File: config.mk
export PLATFORM = sky130hd
export DESIGN_NAME = uart_tx_arbiter_flat
export DESIGN_NICKNAME = d
export VERILOG_FILES = /design/src/rtl/uart_tx_arbiter_if.sv /design/src/rtl/uart_tx_arbiter.sv /design/src/flat_wrapper.sv
export SDC_FILE = /design/constraint.sdc
export NUM_CORES = 1
export LEC_CHECK = 0
export BUFFER_PORTS_ARGS = -buffer_cell sky130_fd_sc_hd__buf_2
export CAP_MARGIN = 10
export CORE_MARGIN = 4
export CORE_UTILIZATION = 47
export DETAILED_ROUTE_END_ITERATION = 6
export GPL_ROUTABILITY_DRIVEN = 0
export GPL_TIMING_DRIVEN = 1
export PLACE_DENSITY_LB_ADDON = 0.15
export SLEW_MARGIN = 20
export SYNTH_ARGS = -nofsm -noshare
export SYNTH_HDL_FRONTEND = slang
export SYNTH_SLANG_ARGS = --single-unit
File: constraint.sdc
create_clock -name clock -period 1.64 [get_ports clock]
set_clock_uncertainty 0.05 [all_clocks]
set_input_delay 0.328 -clock clock [delete_from_list [all_inputs] [get_ports clock]]
set_output_delay 0.328 -clock clock [all_outputs]
set_load 0.005 [all_outputs]
File: src/rtl/uart_tx_arbiter_if.sv
// Requester-side and transmitter-side handshake bundle of the UART transmit arbiter.
// slave is the arbiter's view; master is the view of whatever drives requests and done.
interface uart_tx_arbiter_if #(
   parameter int N_REQ = 2
);
   logic [N_REQ-1:0]   req_valid;
   logic [8*N_REQ-1:0] req_data;
   logic [N_REQ-1:0]   req_ack;
   logic               tx_start;
   logic [7:0]         tx_data;
   logic               tx_done;

   modport slave (
      input  req_valid,
      input  req_data,
      input  tx_done,
      output req_ack,
      output tx_start,
      output tx_data
   );

   modport master (
      output req_valid,
      output req_data,
      output tx_done,
      input  req_ack,
      input  tx_start,
      input  tx_data
   );
endinterface

File: src/rtl/uart_tx_arbiter.sv
// Round-robin arbiter sharing one UART transmitter among N_REQ byte requesters,
// with a BUSY-state watchdog that recovers if the transmitter never reports done.
module uart_tx_arbiter #(
   parameter int N_REQ   = 2,
   parameter int TIMEOUT = 200000
) (
   input  logic                clock,
   input  logic                reset,
   uart_tx_arbiter_if.slave    bus,
   output logic                busy,
   output logic [2:0]          grant_idx,
   output logic                byte_sent,
   output logic                timeout_err
);

   localparam int            TW     = $clog2(TIMEOUT);
   localparam logic [TW-1:0] T_LAST = TW'(TIMEOUT - 1);

   typedef enum logic [1:0] {
      IDLE  = 2'd0,
      START = 2'd1,
      BUSY  = 2'd2,
      DRAIN = 2'd3
   } state_t;

   state_t             state;
   state_t             state_nxt;
   logic [TW-1:0]      timer;
   logic [7:0]         tx_data_r;
   logic [2:0]         winner;
   logic [7:0]         winner_byte;
   logic               tx_start_c;
   logic [N_REQ-1:0]   req_ack_c;

   // Search starts one past the last grant and wraps, so the last winner has lowest priority.
   function automatic logic [2:0] rr_pick(input logic [N_REQ-1:0] valid,
                                          input logic [2:0]       last);
      int idx;
      rr_pick = last;
      for (int k = N_REQ; k >= 1; k--) begin
         idx = (int'(last) + k) % N_REQ;
         if (valid[idx]) rr_pick = 3'(idx);
      end
   endfunction

   assign winner      = rr_pick(bus.req_valid, grant_idx);
   assign winner_byte = bus.req_data[8*int'(winner) +: 8];

   always_ff @(posedge clock or negedge reset) begin
      if (!reset) state <= IDLE;
      else        state <= state_nxt;
   end

   always_comb begin
      state_nxt = state;
      case (state)
         IDLE:    if (|bus.req_valid) state_nxt = START;
         START:   state_nxt = BUSY;
         BUSY: begin
            if (bus.tx_done)          state_nxt = DRAIN;
            else if (timer == T_LAST) state_nxt = IDLE;
         end
         // A level-style done must fall before the next arbitration round.
         DRAIN:   if (!bus.tx_done) state_nxt = IDLE;
         default: state_nxt = IDLE;
      endcase
   end

   always_comb begin
      tx_start_c = (state == START);
      busy       = (state != IDLE);
      req_ack_c  = '0;
      for (int i = 0; i < N_REQ; i++) begin
         req_ack_c[i] = (state == START) && (grant_idx == 3'(i));
      end
   end

   assign bus.tx_start = tx_start_c;
   assign bus.req_ack  = req_ack_c;
   assign bus.tx_data  = tx_data_r;

   always_ff @(posedge clock or negedge reset) begin
      if (!reset) begin
         tx_data_r   <= 8'h00;
         grant_idx   <= 3'(N_REQ - 1);
         timer       <= '0;
         byte_sent   <= 1'b0;
         timeout_err <= 1'b0;
      end else begin
         // Done wins over a simultaneous watchdog expiry.
         byte_sent   <= (state == BUSY) && bus.tx_done;
         timeout_err <= (state == BUSY) && !bus.tx_done && (timer == T_LAST);
         case (state)
            IDLE: begin
               if (|bus.req_valid) begin
                  tx_data_r <= winner_byte;
                  grant_idx <= winner;
               end
            end
            START: timer <= '0;
            BUSY:  if (timer != T_LAST) timer <= timer + 1'b1;
            default: ;
         endcase
      end
   end

`ifndef SYNTHESIS
   a_ack_with_start: assert property (@(posedge clock) disable iff (!reset)
      (|req_ack_c) == tx_start_c);
   a_done_or_timeout: assert property (@(posedge clock) disable iff (!reset)
      !(byte_sent && timeout_err));
   a_grant_range: assert property (@(posedge clock) disable iff (!reset)
      int'(grant_idx) < N_REQ);
`endif

endmodule

File: src/flat_wrapper.sv
// flat-port wrapper written by rule: the top's interface ports become plain ports
module uart_tx_arbiter_flat 
#(
   parameter int N_REQ   = 2,
   parameter int TIMEOUT = 200000
)
  (clock, reset, busy, grant_idx, byte_sent, timeout_err, bus_req_valid, bus_req_data, bus_tx_done, bus_req_ack, bus_tx_start, bus_tx_data);
  uart_tx_arbiter_if #(.N_REQ(N_REQ)) bus_i ();
  input  logic clock;
  input  logic reset;
  output logic busy;
  output logic [2:0] grant_idx;
  output logic byte_sent;
  output logic timeout_err;
  input wire logic [$bits(bus_i.req_valid)-1:0] bus_req_valid;
  input wire logic [$bits(bus_i.req_data)-1:0] bus_req_data;
  input wire logic [$bits(bus_i.tx_done)-1:0] bus_tx_done;
  output wire logic [$bits(bus_i.req_ack)-1:0] bus_req_ack;
  output wire logic [$bits(bus_i.tx_start)-1:0] bus_tx_start;
  output wire logic [$bits(bus_i.tx_data)-1:0] bus_tx_data;
  assign bus_i.req_valid = bus_req_valid;
  assign bus_i.req_data = bus_req_data;
  assign bus_i.tx_done = bus_tx_done;
  assign bus_req_ack = bus_i.req_ack;
  assign bus_tx_start = bus_i.tx_start;
  assign bus_tx_data = bus_i.tx_data;
  uart_tx_arbiter #(.N_REQ(N_REQ), .TIMEOUT(TIMEOUT)) u_core (.clock(clock), .reset(reset), .bus(bus_i), .busy(busy), .grant_idx(grant_idx), .byte_sent(byte_sent), .timeout_err(timeout_err));
endmodule
==> impl_metrics.yaml <==
placed_design:
  place_ws_ns: -0.0432
  numPortBuffers: 37
  place_hpwl_um: 2710
timing:
  finalSetupViolCount: 8
  min_period_over_period_pct: 103
  fmax_mhz: 590
  tightest_slew_ns: 0.412
  slew_violations: 0
  rsz0062_at_grt: "true"
  finalHoldViolations: 0
  worst_slack_ns: -0.0562
  relSlewSlack_pct: 72.5
  holdWs_ns: 0.149
  finalSetupTns_ns: -0.219
  period_needed_ns: 1.70
cells_and_area:
  final_cell_mix: "36 x buf_2, 30 x dfrtp_1, 28 x buf_4"
  final_common_cell: "buf_2"
  nets: 250
  area_growth_pct: 42.3
  drive_gt1_share_pct: 48.0
  antennaDiodeCount: 0
worst_setup_path:
  crit_family: "simple AND/OR/NAND/NOR gates"
  r2r-start: "u_core.timer[7]"
  cp-startpoint: "u_core.timer[7]"
  end_kind: "flip-flop"
  critPathSlowestCell: "dfrtp_1"
  critical_path_required_ns: 1.83
  rrSetupSlack_ns: -0.06
  slowest_delay_ns: 0.45
  cp.arrival_ns: 1.89
  cp-start-kind: "flip-flop"
  path_class: "reg2reg"
  crit_buf_inv: 1
  cp_cell_sequence: "and4bb_2 -> nand4_4 -> o21ai_4 -> buf_4 -> o211ai_1 -> o31ai_2"
  crit_fanout: 7
detailed_routing:
  wl_per_cell_um: 14.4
  wl_um: 3970
  drc: 0
  vias_per_cell: 5.27
  drt-initial-drc-count: 58
  num_vias: 1448
  antenna_left: 0
  dr.pass1.iters: 4
floorplan:
  dieArea_um2: 4480
  fp.dieH_um: 66.9
  start_util_pct: 48.9
  core_um2: 3340
  std_cell_rows: 21
  die_w_um: 66.9
  io_pins: 38
yosys:
  syn_area_per_cell_um2: 10.5
  netlist_top_cells_area: "dfrtp_1 49%, mux2i_1 9.2%, nor2_1 4.6%"
  syn-cell-area_um2: 1630
  synth_area_leader_cell: "dfrtp_1"
  netlist_instances: 155
  synth-seq-cells: 33
  synth_top_area_share_pct: 49.1
  ys_types: 38
  yosys_warnings: 0
  ys_seq_area_share_pct: 50.7
  synth_nets: 177
global_route:
  grt_max_degree: 34
  grt_pass1_vias: 1484
  grt_overflow: 0
  grt_usage_pct: 19.3
  grt_pass1_wl_um: 6420
  grt_antenna_before_repair: 0
power:
  p_leak_uw: 0.00114
  p_per_area_nw_per_um2: 1280
  ir_drop_mv: 1.00
cts:
  path_clk_slew_ns: 0.10
  cts_buffers: 5
  cts_root_buf: "clkbuf_4"
  numClockSinks: 33
  htreeDepth: 2
  insertion_delay_ns: 0.32
  cts_tree: "yes"
  cts_buffer_depth: 2
worst_hold_path:
  hp-class: "in2reg"
  min_from: "bus_tx_done"
job:
  cap_violations: 0
outcome:
  violations: "negative setup slack"
  status: "finished, violations left"
cells in the mapped netlist:
cell type	number
a211oi_1	1
a21o_1	3
a21oi_1	9
a21oi_2	1
a311oi_1	1
a31oi_1	1
and2_1	2
and3_1	5
and4_1	1
and4bb_2	2
buf_2	1
clkbuf_1	2
dfrtp_1	32
dfstp_2	1
ha_1	1
inv_1	3
mux2_2	1
mux2i_1	15
nand2_1	13
nand2b_1	2
nand3_1	7
nand4_1	4
nand4_4	1
nor2_1	20
nor2b_1	4
nor3_1	1
nor4_1	3
nor4b_1	1
nor4b_4	1
o2111ai_2	1
o211ai_1	3
o21ai_0	3
o21ai_4	1
o21bai_1	1
o31ai_1	3
or2_2	1
xnor2_1	1
xor2_1	2
state kept, by name, indices dropped and copies added (netlist names):
name,flops
u_core.state,2
u_core.timer,18
u_core.timeout_err,1
u_core.bus.tx_data,8
u_core.grant_idx,3
u_core.byte_sent,1
where the power goes:
part / switching (uW) / internal, uW
sequential: 148 / 1010
combinational: 658 / 688
clock: 260 / 212
total: 1070 / 1910
worst register-to-register path: cells and delay by family, from the launching register on:
family	cells	cell delay [ns]
AO/OA/AOI/OAI	3	0.42
AND/OR/NAND/NOR	2	0.53
buffers and inverters	1	0.16
flip-flops	1	0.45
layout make-up:
cell class              count  area (um^2)
multi-input cells         116          916
well taps                  46         57.6
flip-flops and latches     33          830
repair buffers             69          445
fillers                   278         1020
inverters                   3         13.8
clock buffers               8         58.8
through the flow:
step           cells  cell area [um^2]  power [uW]  utilization (%)
2_1_floorplan    155              1630        1710                -
3_3_place_gp     258              2030        2160             61.0
3_5_place_dp     258              2030        2180             61.0
4_1_cts          271              2190        2780             65.6
5_1_grt          275              2320        3200             69.6
6_report         275              2320        2970             69.6
timing repair:
item,in CTS,in global routing
endpoints found under the setup margin,9,28
pin swaps,4,4
hold buffers,1,0
hold endpoints to repair,32,0
setup buffers,4,4
resized for setup,16,23
kinds of logic (layout without fill, tap and decap cells):
group / Yosys count / count (layout) / synth area share [%]
multiplexers: 16 / 16 / 9.89
AND/OR/NAND/NOR: 68 / 68 / 23.5
XOR/XNOR: 3 / 3 / 1.61
buffers and inverters: 6 / 80 / 1.46
AO/OA/AOI/OAI: 28 / 28 / 12.1
flip-flops: 33 / 33 / 50.7
adder cells (fa/ha/maj): 1 / 1 / 0.767
metal layers:
metal  vias to the layer above  wire length, um  GRT usage, %  part of all wire (%)
met2                        43             1990          32.4                    50
met1                       693             1670          22.5                    42
li1                        706                -             -                     -
met5                         -                0             0                     0
met3                         6              247          6.41                   6.2
met4                         0               56          7.85                   1.4
worst paths after layout:
| path | end | cells after the start |
|---|---|---|
| worst min-delay path | u_core.timeout_err | 2 |
| worst min register to register | u_core.timer[16] | 1 |
| max in group asynchronous | u_core.grant_idx[0] | 3 |
| min in group asynchronous | u_core.timer[8] | 3 |
| worst max register to register | u_core.timer[5] | 6 |
| worst max-delay path | u_core.timer[5] | 6 |
No activity file was read; power rests on OpenSTA's default activity.
